File: src/rtl/memory_access.sv
// Memory stage of the rv32 pipeline: performs the data-memory load/store for one
// executed instruction over a req/gnt/rvalid bus and presents a registered writeback beat.
module memory_access #(
  parameter int XLEN     = 32,
  parameter int RD_WIDTH = 5
) (
  input  logic                aclk,
  input  logic                areset,
  input  logic                src_tvalid,
  output logic                src_tready,
  input  logic                src_load,
  input  logic                src_store,
  input  logic [1:0]          src_size,
  input  logic                src_unsigned,
  input  logic [RD_WIDTH-1:0] src_rd,
  input  logic [XLEN-1:0]     src_alu,
  input  logic [XLEN-1:0]     src_rs2,
  output logic                dmem_req,
  output logic                dmem_we,
  output logic [XLEN-1:0]     dmem_addr,
  output logic [XLEN-1:0]     dmem_wdata,
  output logic [3:0]          dmem_wstrb,
  input  logic                dmem_gnt,
  input  logic                dmem_rvalid,
  input  logic [XLEN-1:0]     dmem_rdata,
  output logic                wb_tvalid,
  input  logic                wb_tready,
  output logic [RD_WIDTH-1:0] wb_rd,
  output logic [XLEN-1:0]     wb_data,
  output logic                wb_we,
  output logic                misaligned,
  output logic [XLEN-1:0]     bypass
);

  localparam logic [1:0] ST_IDLE = 2'd0;
  localparam logic [1:0] ST_REQ  = 2'd1;
  localparam logic [1:0] ST_RESP = 2'd2;

  localparam logic [1:0] SZ_BYTE = 2'd0;
  localparam logic [1:0] SZ_HALF = 2'd1;

  logic [1:0]          state;

  // Instruction fields captured on accept, used while the bus access is in flight.
  logic                op_load;
  logic [1:0]          op_size;
  logic                op_unsigned;
  logic [RD_WIDTH-1:0] op_rd;
  logic [XLEN-1:0]     op_alu;

  logic                src_mem;
  logic                src_mis;
  logic                accept;

  logic                wb_load;
  logic [RD_WIDTH-1:0] wb_rd_nxt;
  logic [XLEN-1:0]     wb_data_nxt;
  logic                wb_we_nxt;
  logic                wb_mis_nxt;

  function automatic logic is_misaligned(input logic [1:0] size, input logic [1:0] off);
    logic mis;
    case (size)
      SZ_BYTE: mis = 1'b0;
      SZ_HALF: mis = off[0];
      default: mis = (off != 2'b00);
    endcase
    return mis;
  endfunction

  function automatic logic [3:0] store_strobe(input logic [1:0] size, input logic [1:0] off);
    logic [3:0] strb;
    case (size)
      SZ_BYTE: strb = 4'b0001 << off;
      SZ_HALF: strb = 4'b0011 << off;
      default: strb = 4'b1111;
    endcase
    return strb;
  endfunction

  function automatic logic [XLEN-1:0] store_data(input logic [1:0] size, input logic [XLEN-1:0] rs2);
    logic [XLEN-1:0] data;
    case (size)
      SZ_BYTE: data = {4{rs2[7:0]}};
      SZ_HALF: data = {2{rs2[15:0]}};
      default: data = rs2;
    endcase
    return data;
  endfunction

  function automatic logic [XLEN-1:0] load_extend(input logic [1:0] size, input logic uns,
                                                  input logic [1:0] off, input logic [XLEN-1:0] rdata);
    logic [XLEN-1:0] lane;
    logic [XLEN-1:0] data;
    lane = rdata >> {off, 3'b000};
    case (size)
      SZ_BYTE: data = {{(XLEN-8){~uns & lane[7]}}, lane[7:0]};
      SZ_HALF: data = {{(XLEN-16){~uns & lane[15]}}, lane[15:0]};
      default: data = lane;
    endcase
    return data;
  endfunction

  assign src_mem    = src_load | src_store;
  assign src_mis    = src_mem & is_misaligned(src_size, src_alu[1:0]);
  assign src_tready = (state == ST_IDLE) & (~wb_tvalid | wb_tready);
  assign accept     = src_tvalid & src_tready;
  assign bypass     = wb_data;

  // Selects which event, if any, loads a new writeback beat this edge.
  always_comb begin
    // NOTE: every output gets a default first so no path leaves it unassigned (no latch).
    wb_load     = 1'b0;
    wb_rd_nxt   = src_rd;
    wb_data_nxt = src_alu;
    wb_we_nxt   = 1'b0;
    wb_mis_nxt  = 1'b0;
    case (state)
      ST_IDLE: begin
        wb_load    = accept & ~(src_mem & ~src_mis);
        wb_we_nxt  = ~src_mem & (src_rd != '0);
        wb_mis_nxt = src_mis;
      end
      ST_REQ: begin
        wb_load     = dmem_gnt & ~op_load;
        wb_rd_nxt   = op_rd;
        wb_data_nxt = op_alu;
      end
      ST_RESP: begin
        wb_load     = dmem_rvalid;
        wb_rd_nxt   = op_rd;
        wb_data_nxt = load_extend(op_size, op_unsigned, op_alu[1:0], dmem_rdata);
        wb_we_nxt   = (op_rd != '0);
      end
      default: wb_load = 1'b0;
    endcase
  end

  // NOTE: sequential state uses non-blocking assignments so every register samples pre-edge values.
  always_ff @(posedge aclk) begin
    if (areset) begin
      state      <= ST_IDLE;
      dmem_req   <= 1'b0;
      dmem_we    <= 1'b0;
      dmem_addr  <= '0;
      dmem_wdata <= '0;
      dmem_wstrb <= 4'b0000;
    end else begin
      case (state)
        ST_IDLE: begin
          if (accept && src_mem && !src_mis) begin
            state      <= ST_REQ;
            dmem_req   <= 1'b1;
            dmem_we    <= src_store;
            dmem_addr  <= {src_alu[XLEN-1:2], 2'b00};
            dmem_wdata <= store_data(src_size, src_rs2);
            dmem_wstrb <= src_store ? store_strobe(src_size, src_alu[1:0]) : 4'b0000;
          end
        end
        ST_REQ: begin
          if (dmem_gnt) begin
            dmem_req   <= 1'b0;
            dmem_we    <= 1'b0;
            dmem_wstrb <= 4'b0000;
            state      <= op_load ? ST_RESP : ST_IDLE;
          end
        end
        ST_RESP: begin
          if (dmem_rvalid) state <= ST_IDLE;
        end
        default: state <= ST_IDLE;
      endcase
    end
  end

  // NOTE: capture registers carry no reset; they are only read after an accept has loaded them.
  always_ff @(posedge aclk) begin
    if (accept) begin
      op_load     <= src_load;
      op_size     <= src_size;
      op_unsigned <= src_unsigned;
      op_rd       <= src_rd;
      op_alu      <= src_alu;
    end
  end

  // Writeback register: holds while stalled, empties on handshake unless reloaded.
  always_ff @(posedge aclk) begin
    if (areset) begin
      wb_tvalid  <= 1'b0;
      wb_rd      <= '0;
      wb_data    <= '0;
      wb_we      <= 1'b0;
      misaligned <= 1'b0;
    end else if (wb_load) begin
      wb_tvalid  <= 1'b1;
      wb_rd      <= wb_rd_nxt;
      wb_data    <= wb_data_nxt;
      wb_we      <= wb_we_nxt;
      misaligned <= wb_mis_nxt;
    end else if (wb_tready) begin
      wb_tvalid  <= 1'b0;
    end
  end

endmodule

File: config.mk
export PLATFORM = sky130hd
export DESIGN_NAME = memory_access
export DESIGN_NICKNAME = d
export VERILOG_FILES = /design/src/rtl/memory_access.sv
export SDC_FILE = /design/constraint.sdc
export NUM_CORES = 1
export LEC_CHECK = 0
export BUFFER_PORTS_ARGS = -buffer_cell sky130_fd_sc_hd__buf_2
export CORE_ASPECT_RATIO = 1.1
export CORE_MARGIN = 2
export CORE_UTILIZATION = 30
export DETAILED_ROUTE_END_ITERATION = 12
export PLACE_DENSITY = 0.61
export SLEW_MARGIN = 20
export SYNTH_ARGS = -nofsm -noshare
export SYNTH_HDL_FRONTEND = slang
export SYNTH_SLANG_ARGS = --single-unit
File: constraint.sdc
create_clock -name aclk -period 3.35 [get_ports aclk]
set_input_delay 0.335 -clock aclk [delete_from_list [all_inputs] [get_ports aclk]]
set_output_delay 0.335 -clock aclk [all_outputs]
set_load 0.05 [all_outputs]
# Yosys cells after proc, flatten, opt, wreduce, memory -nomap -nowiden
# Index checks and enable logic that the tools add are counted.
[totals]
word_cells = 83
output_inout_bits = 143
ff_bits = 151
[op_classes]
n_eq_ne = 7
n_reduce_logical = 15
shifts = 3
n_bitwise = 17
n_mux = 25
[ops]
columns = ["operator", "n"]
rows = [
  ["one-hot mux 32 bit (2 select lines)", 3],
  ["right shift 32 x 5 -> 32 bit", 1],
  ["one-hot mux 4 bit (2 select lines)", 2],
  ["two-way mux 4 bit", 3],
  ["nonzero test 5 bit", 2],
  ["bitwise AND 1 bit", 9],
  ["two-way mux 2 bit", 4],
  ["one-hot mux 1 bit (2 select lines)", 4],
  ["equality test 2 x 1 -> 1 bit (second input constant)", 3],
  ["zero test 2 bit", 3],
  ["two-way mux 1 bit", 6],
  ["inverter 1 bit", 6],
  ["one-hot mux 2 bit (3 select lines)", 1],
  ["AND reduction 3 bit", 2],
  ["nonzero test 2 bit", 3],
  ["two-way mux 5 bit", 1],
  ["!= test 2 bit (second input constant)", 2],
  ["<< shifter 1 x 2 -> 4 bit (first input constant)", 1],
  ["<< shifter 2 x 2 -> 4 bit (first input constant)", 1],
  ["one-hot mux 1 bit (3 select lines)", 1],
  ["equality test 2 bit (second input constant)", 1],
  ["logical AND 1 bit", 2],
  ["!= test 2 x 1 -> 1 bit (second input constant)", 1],
  ["OR 1 bit", 2],
  ["other kinds (3)", 3],
]

# Depth between registers and ports, before layout
# Gate-level depths: netlist (run 1).
[logic_depth]
ltp_word = 9
depth_mapped = 9
ltp_nobuf = 7

# Least setup slack after synthesis (run 1)
# OpenSTA, ideal clock, no wires.
[synth_timing]
path_kind = "reg2reg"
start = "reg wb_tvalid"
end = "reg dmem_wdata[3]"
stages_incl_launch_ff = 8
setup_time_ps = 132
setup_slack_ps = 789
synth_period_minus_slack_ps = 2561
t_arrival_ps = 2428
required_ps = 3218
path_cell_list = "dfxtp_1 nand2b_1 nand3_1 inv_1 nand2_1 clkbuf_1 nand2_1 a21oi_1"
[synth_between]
elab_chain_cells = 7
[synth_lines]
columns = ["item", "line_no", "source"]
rows = [
  ["from (decl)", "26", "output logic wb_tvalid,"],
  ["from (signal assigned)", "190", "wb_tvalid <= 1'b0;"],
  ["from (signal assigned)", "196", "wb_tvalid <= 1'b1;"],
  ["from (signal assigned)", "202", "wb_tvalid <= 1'b0;"],
  ["inverter 1 bit", "106", "assign src_tready = (state == ST_IDLE) & (~wb_tvalid | wb_tready);"],
  ["OR 1 bit", "106", ""],
  ["bitwise AND 1 bit", "106", ""],
  ["bitwise AND 1 bit", "107", "assign accept = src_tvalid & src_tready;"],
  ["logical AND 1 bit (2 in series)", "151", "if (accept && src_mem && !src_mis) begin"],
  ["AND reduction 2 bit (no source line)", "-", ""],
  ["to (signal assigned)", "156", "dmem_wdata <= store_data(src_size, src_rs2);"],
  ["to (decl)", "21", "output logic [XLEN-1:0] dmem_wdata,"],
]
# Every way passes these cells.
# A chain may end at the register's enable or synchronous reset.

# Final worst setup path (run 1)
[layout_timing]
start = "reg state[0]"
end = "reg wb_data[29], in the netlist bypass[29]"
[layout_between]
elab_chain_cells = 5
elab_cells_between_ends = 8
classes_between = "eq/ne (2); mux (2); bitwise (3); reduce/logical (1)"
[layout_lines]
columns = ["item", "line_no", "source"]
rows = [
  ["from (decl)", "42", "logic [1:0] state;"],
  ["from (signal assigned)", "165", "state <= op_load ? ST_RESP : ST_IDLE;"],
  ["zero test 2 bit", "106, 118", ""],
  ["bitwise AND 1 bit", "106", ""],
  ["bitwise AND 1 bit", "107", ""],
  ["bitwise AND 1 bit", "120", "wb_load = accept & ~(src_mem & ~src_mis);"],
  ["one-hot mux 1 bit (3 select lines)", "118", "case (state)"],
  ["to (signal assigned)", "198", "wb_data <= wb_data_nxt;"],
  ["to (decl)", "29", "output logic [XLEN-1:0] wb_data,"],
]
# Several ways; a longest one is shown, not always the timed one.

==> results by group, run 1 <==
Outcome
  • Run status: finished clean

Routing
  • Vias: 6459
  • Final WL: 23430 um
  • TritonRoute pass-1 iters: 5
  • Initial DRC Count: 414
  • ANT nets after route: 0
  • Drt via density: 5.062
  • WL/cell: 18.36 um
  • DR DRC count: 0

Floorplan
  • Row count: 58
  • # IOs: 255
  • Starting Density: 30.81%
  • Die H: 165.2 um
  • Die width: 150.5 um
  • Core ar.: 23000 um2
  • Die Area: 24870 um2

Final layout
  • Fill cells: 2329
  • Final #Nets: 1076
  • Share of cells above drive strength 1: 34.53%
  • P&R area growth vs syn: 26.73%

GRT
  • First-pass GRT wire length: 35070 um
  • Vias in the first global route: 5957
  • M2 GR Usage: 31.16%
  • M3 GR Usage: 4.863%
  • Grt met1 use: 23.31%
  • Largest net degree at the start of global routing: 55
  • Total GRT Usage: 18.43%
  • Initial antenna violation count: 3
  • Gr busiest metal: met2
  • Remaining Overflow, GRT: 0

Synthesis
  • Post-synthesis area per instance: 9.276 um2
  • Number of flops mapped to enable cells by yosys: 41
  • Ys flop type: dfxtp_1
  • Number of distinct library cells after synthesis: 53
  • Synth warn: 0
  • Ys async rst share: 0%
  • Seq/Total Area, Yosys: 48.45%
  • Gate count after technology mapping: 764
  • Flop and latch count out of synthesis: 151
  • Mapped cell area: 7087 um2

Timing
  • Clk_skew: 0.01492 ns
  • Final hold vios: 0
  • RSZ-0062 raised after global routing: no
  • Max-Slew Margin vs Limit: 29.42%
  • Setup TNS: 0 ns
  • Final worst-path setup slack: 0.7055 ns
  • Fmax: 378.1 MHz
  • Final worst path period share: 78.94%
  • Min Tclk post-route: 2.644 ns
  • Max Slew Vio Count: 0
  • # setup viols final: 0
  • Slew @ Worst Pin: 1.056 ns

Clock network
  • CTS Buffer Depth: 2
  • Post-CTS Resized: 0
  • Number of CTS-inserted buffers: 17
  • Hold buffers post-CTS: 0
  • H-tree depth: 4
  • Clock-pin slew on the worst setup and hold paths: 0.07 ns
  • CTS tree: done
  • Buffer count from post-CTS setup fixing: 0
  • Clock Latency Late Sink: 0.43 ns
  • Root buffer cell: clkbuf_16
  • Clock sink count: 151

Pwr
  • Peak supply drop: 0.3546 mV
  • Lkg Pwr: 3.813 nW
  • Power per Cell Area: 607.9 nW/um2

Place
  • GPL Wtd Cong: 0.8858
  • Hpwl dp: 17070 um
  • Place WS: 0.6907 ns
  • Buffers on Ports: 252

Setup path
  • Worst setup SP type: register
  • CP endpoint kind: register
  • Setup CP Type: register to register
  • CP Max Fanout: 13
  • Crit path DAT: 2.97 ns
  • Worst Path Required: 3.68 ns

Worst hold path
  • Hold WC Path Type: input pin to register

Run
  • Max Cap Viol: 0
[through the flow]
step                std cells  util, %  power, mW  hold slack (ns)  instance area (um2)
floorplan                 765        -      3.184           0.4339                 7091
global route             1274    39.02      5.680          0.07694                 8976
global placement         1241    36.42      3.533           0.4384                 8378
finish                   1276    39.04      5.459          0.09267                 8981
CTS                      1273    39.01      5.513          0.07198                 8974
detailed placement       1241    36.42      3.543           0.4438                 8378
[critical path, stage by stage (launching register included)]
cell and delay [ns]:
dfxtp_1 0.34, inv_1 0.09, ha_1 0.29, inv_1 0.24, a2111o_1 0.35, o21ai_2 0.61
buf_4 0.27, a221oi_2 0.05, o41ai_2 0.31
[where the power goes]
part	internal (mW)	switching, mW	total [mW]	leakage (nW)
clock network	1.12	0.842	1.96	0.275
logic	0.348	1.02	1.37	2.24
registers	2.04	0.0933	2.13	1.29
[synthesized netlist by cell type, drive strengths merged (2+ instances only)]
master / instances / area (um2)
a311oi: 11 / 102.6
or4: 2 / 15.01
and4b: 2 / 20.02
nand3: 17 / 85.08
o21ai: 36 / 183.9
inv: 9 / 33.78
or3: 2 / 12.51
buf: 56 / 374.1
o311ai: 5 / 43.79
and2: 6 / 37.54
a221oi: 15 / 187.7
dfxtp: 110 / 2202
nor2b: 6 / 37.54
mux2: 10 / 112.6
edfxtp: 41 / 1231
nor3: 3 / 20.02
clkinv: 2 / 7.510
o21bai: 2 / 15.01
a222oi: 6 / 60.06
nand4: 5 / 31.28
a211oi: 27 / 202.7
nand3b: 3 / 22.52
o22ai: 2 / 12.51
o41ai: 15 / 198.9
nand2: 135 / 506.7
a211o: 2 / 17.52
o31ai: 2 / 15.01
mux2i: 32 / 320.3
ha: 4 / 50.05
a32o: 2 / 20.02
a21oi: 78 / 390.4
clkbuf: 37 / 138.9
o211ai: 7 / 52.55
nand2b: 3 / 18.77
a22oi: 2 / 15.01
nor2: 58 / 217.7
[layout make-up]
| type | count | area, um2 | area share [%] |
|---|---|---|---|
| Sequential cell | 151 | 3433 | 38.23 |
| Multi-Input combinational cell | 510 | 3124 | 34.79 |
| Timing Repair Buffer | 269 | 1404 | 15.63 |
| Clock buffer | 18 | 429.2 | 4.778 |
| Tap cell | 300 | 375.4 | 4.179 |
| Clock inverter | 14 | 166.4 | 1.853 |
| Inverter | 11 | 41.29 | 0.4597 |
| Antenna cell | 3 | 7.507 | 0.08359 |
[layer usage]
| metal | part of all wire (%) | wire length [um] |
|---|---|---|
| met2 | 49 | 11430 |
| met1 | 42 | 9824 |
| met5 | 0 | 0 |
| met4 | 1.4 | 331 |
| met3 | 7.9 | 1852 |
[final timing paths]
check | startpoint | endpoint | slack (ns) | cells after the start
max reg2reg | state[0] | bypass[29] | 0.71 | 8
min reg2reg | dmem_addr[11] | dmem_addr[11] | 0.45 | 2
min | src_unsigned | op_unsigned | 0.09 | 1
max | state[0] | bypass[29] | 0.71 | 8
[layout by cell type, fill, tap and decap left out, types with 10 or more instances in the layout]
cell         n
nand2_1    134
o21ai_0     35
buf_4       17
buf_2      251
a21oi_1     77
edfxtp_1    41
mux2_2      10
clkbuf_16   17
nand3_1     17
nor2_1      57
dfxtp_1    110
a311oi_1    10
a211oi_1    27
mux2i_1     32
[registers in the layout (all words and copies together), names as in the netlist, 2 cells and up]
register,cells
dmem_addr,30
state,2
bypass,32
wb_rd,5
dmem_wdata,32
dmem_wstrb,4
op_rd,5
op_alu,32
op_size,2
[logic make-up (layout without fill, tap and decap cells)]
family,count (synthesis),count (layout),share of synthesized area [%]
AOI/OAI and AO/OA,217,217,22.05
buffers and inverters,104,312,7.821
adders and majority gates,4,4,0.7062
DFF,151,151,48.45
other,1,5,0.05292
muxes,42,42,6.109
and+or+nand+nor,245,245,14.81
(Power assumes the default switching activity.)
==> run 2: changes to the inputs <==
clock period = 2.5 ns   (was 3.35 ns; I/O delays follow)
==> results by group, run 2 (synthesized netlist as in run 1, its figures left out) <==
Timing
  • Max-Slew Margin vs Limit: 41.56% (+12 points)
  • Clk_skew: 0.009219 ns (-0.005697 ns)
  • RSZ-0062 raised after global routing: no
  • Fmax: 474.4 MHz (+25%)
  • Min Tclk post-route: 2.108 ns (-0.5367 ns)
  • Setup TNS: 0 ns (unchanged)
  • Final worst path period share: 84.31% (+5.4 points)
  • Min Hold Slack: 0.02088 ns (-0.07179 ns)
  • Max Slew Vio Count: 0 (unchanged)
  • # setup viols final: 0 (unchanged)
  • Final hold vios: 0 (unchanged)
  • Slew @ Worst Pin: 0.8766 ns (-0.1797 ns)

GRT
  • First-pass GRT wire length: 36000 um (+2.6%)
  • Total GRT Usage: 19.03% (+0.60 points)
  • Remaining Overflow, GRT: 0 (unchanged)
  • Largest net degree at the start of global routing: 77 (+40%)
  • Vias in the first global route: 6343 (+6.5%)
  • Initial antenna violation count: 2 (-1)

Final layout
  • Most frequent cells in the layout: 251 x buf_2, 134 x nand2_1, 110 x dfxtp_1, 77 x a21oi_1, 57 x nor2_1
  • P&R area growth vs syn: 27.61%
  • Share of cells above drive strength 1: 35.07% (+0.53 points)
  • Commonest non-fill, non-tap cell in the layout: buf_2
  • Final #Nets: 1084 (+0.74%)
  • Non-Filler Instances: 1283 (+0.55%)

Clock network
  • Number of CTS-inserted buffers: 17 (unchanged)
  • Clock-pin slew on the worst setup and hold paths: 0.07 ns (about the same)
  • Root buffer cell: clkbuf_16
  • Buffer count from post-CTS setup fixing: 0 (unchanged)
  • Clock Latency Late Sink: 0.43 ns (about the same)
  • CTS tree: done
  • Post-CTS Resized: 0 (unchanged)
  • Clock sink count: 151 (unchanged)
  • H-tree depth: 4 (unchanged)
  • CTS Buffer Depth: 2 (unchanged)
  • Hold buffers post-CTS: 1 (+1)

Place
  • Hpwl dp: 17500 um (+2.5%)
  • Placed Cells: 1248 (+0.56%)
  • GPL Wtd Cong: 0.8910 (+0.59%)
  • Buffers on Ports: 252 (unchanged)

Routing
  • Final WL: 23740 um (+1.3%)
  • WL/cell: 18.51 um (+0.78%)
  • Drt via density: 5.070 (+0.16%)
  • Initial DRC Count: 353 (-15%)
  • TritonRoute pass-1 iters: 5 (unchanged)
  • ANT nets after route: 0 (unchanged)
  • DR DRC count: 0 (unchanged)
  • Vias: 6505 (+0.71%)

Floorplan
  • Die H: 165.2 um (unchanged)
  • Row count: 58 (unchanged)
  • Die width: 150.5 um (unchanged)
  • # IOs: 255 (unchanged)
  • Core ar.: 23000 um2 (unchanged)
  • Starting Density: 30.81% (unchanged)
  • Die Area: 24870 um2 (unchanged)

Setup path
  • R2r startpoint: state[0]
  • Reg2reg path depth: 6 (-2)
  • Worst setup SP type: register
  • Critical Path Sink: bypass[10]
  • CP Max Fanout: 9 (-4)
  • Crit path DAT: 2.44 ns (-0.53 ns)
  • Register-to-register setup slack: 0.39 ns (-0.31 ns)
  • Critical Path Start: state[0]
  • CP endpoint kind: register
  • Setup CP Type: register to register
  • Reg2reg end: bypass[10]
  • Worst Path Required: 2.83 ns (-0.85 ns)

Pwr
  • Lkg Pwr: 3.860 nW (+1.2%)
  • Power per Cell Area: 813.0 nW/um2 (+34%)
  • Peak supply drop: 0.5243 mV (+48%)

Outcome
  • Run status: finished clean

Worst hold path
  • Hold WC Path Type: input pin to register

Run
  • Max Cap Viol: 0 (unchanged)
[run 2: layout make-up]
class,count,area (um2)
repair buffers,277,1466
flip-flops and latches,151,3433
fillers,2355,13960
clock buffers,17,425.4
well taps,300,375.4
inverters,11,45.04
diodes,2,5.005
multi-input cells,510,3124
clock inverters,15,168.9
[run 2: stage by stage]
stage          setup WS, ns  power [mW]  utilization, %  cell area, um2
2_1_floorplan       0.06231       4.269               -            7097
3_3_place_gp         0.4833       4.749           36.66            8434
3_5_place_dp         0.4185       4.761           36.66            8434
4_1_cts              0.4095       7.416           39.29            9039
5_1_grt              0.2384       7.649           39.30            9041
6_report             0.3923       7.352           39.31            9044
[run 2: metal layers]
| layer | part of all wire, % | GRT usage [%] | up-vias |
|---|---|---|---|
| met5 | 0 | 0 | - |
| met4 | 2.3 | 6.304 | 0 |
| met3 | 7.4 | 5.769 | 30 |
| met2 | 49 | 32.33 | 254 |
| met1 | 41 | 22.90 | 3061 |
| li1 | - | - | 3160 |
[run 2: report_power, final]
group	internal [mW]	leakage (nW)	total, mW	switching (mW)
logic	0.477	2.28	1.86	1.38
registers	2.73	1.29	2.84	0.117
clock network	1.50	0.288	2.65	1.15
total	4.70	3.86	7.35	2.65
[run 2: worst min path at each step]
stage | endpoint | cells past startpoint | from
6_report | op_alu[29] | 1 | src_alu[29]
5_1_grt | op_alu[29] | 1 | src_alu[29]
4_1_cts | op_alu[29] | 1 | src_alu[29]
3_5_place_dp | op_unsigned | 1 | src_unsigned
3_3_place_gp | op_unsigned | 1 | src_unsigned
2_1_floorplan | op_alu[0] | 0 | src_alu[0]
[run 2: worst max-delay path: stages (launching register included)]
cell and delay, ns:
dfxtp_1 0.39, inv_1 0.08, ha_1 0.31, clkinv_1 0.24, a311oi_2 0.58, a222oi_1 0.13
a211oi_1 0.28
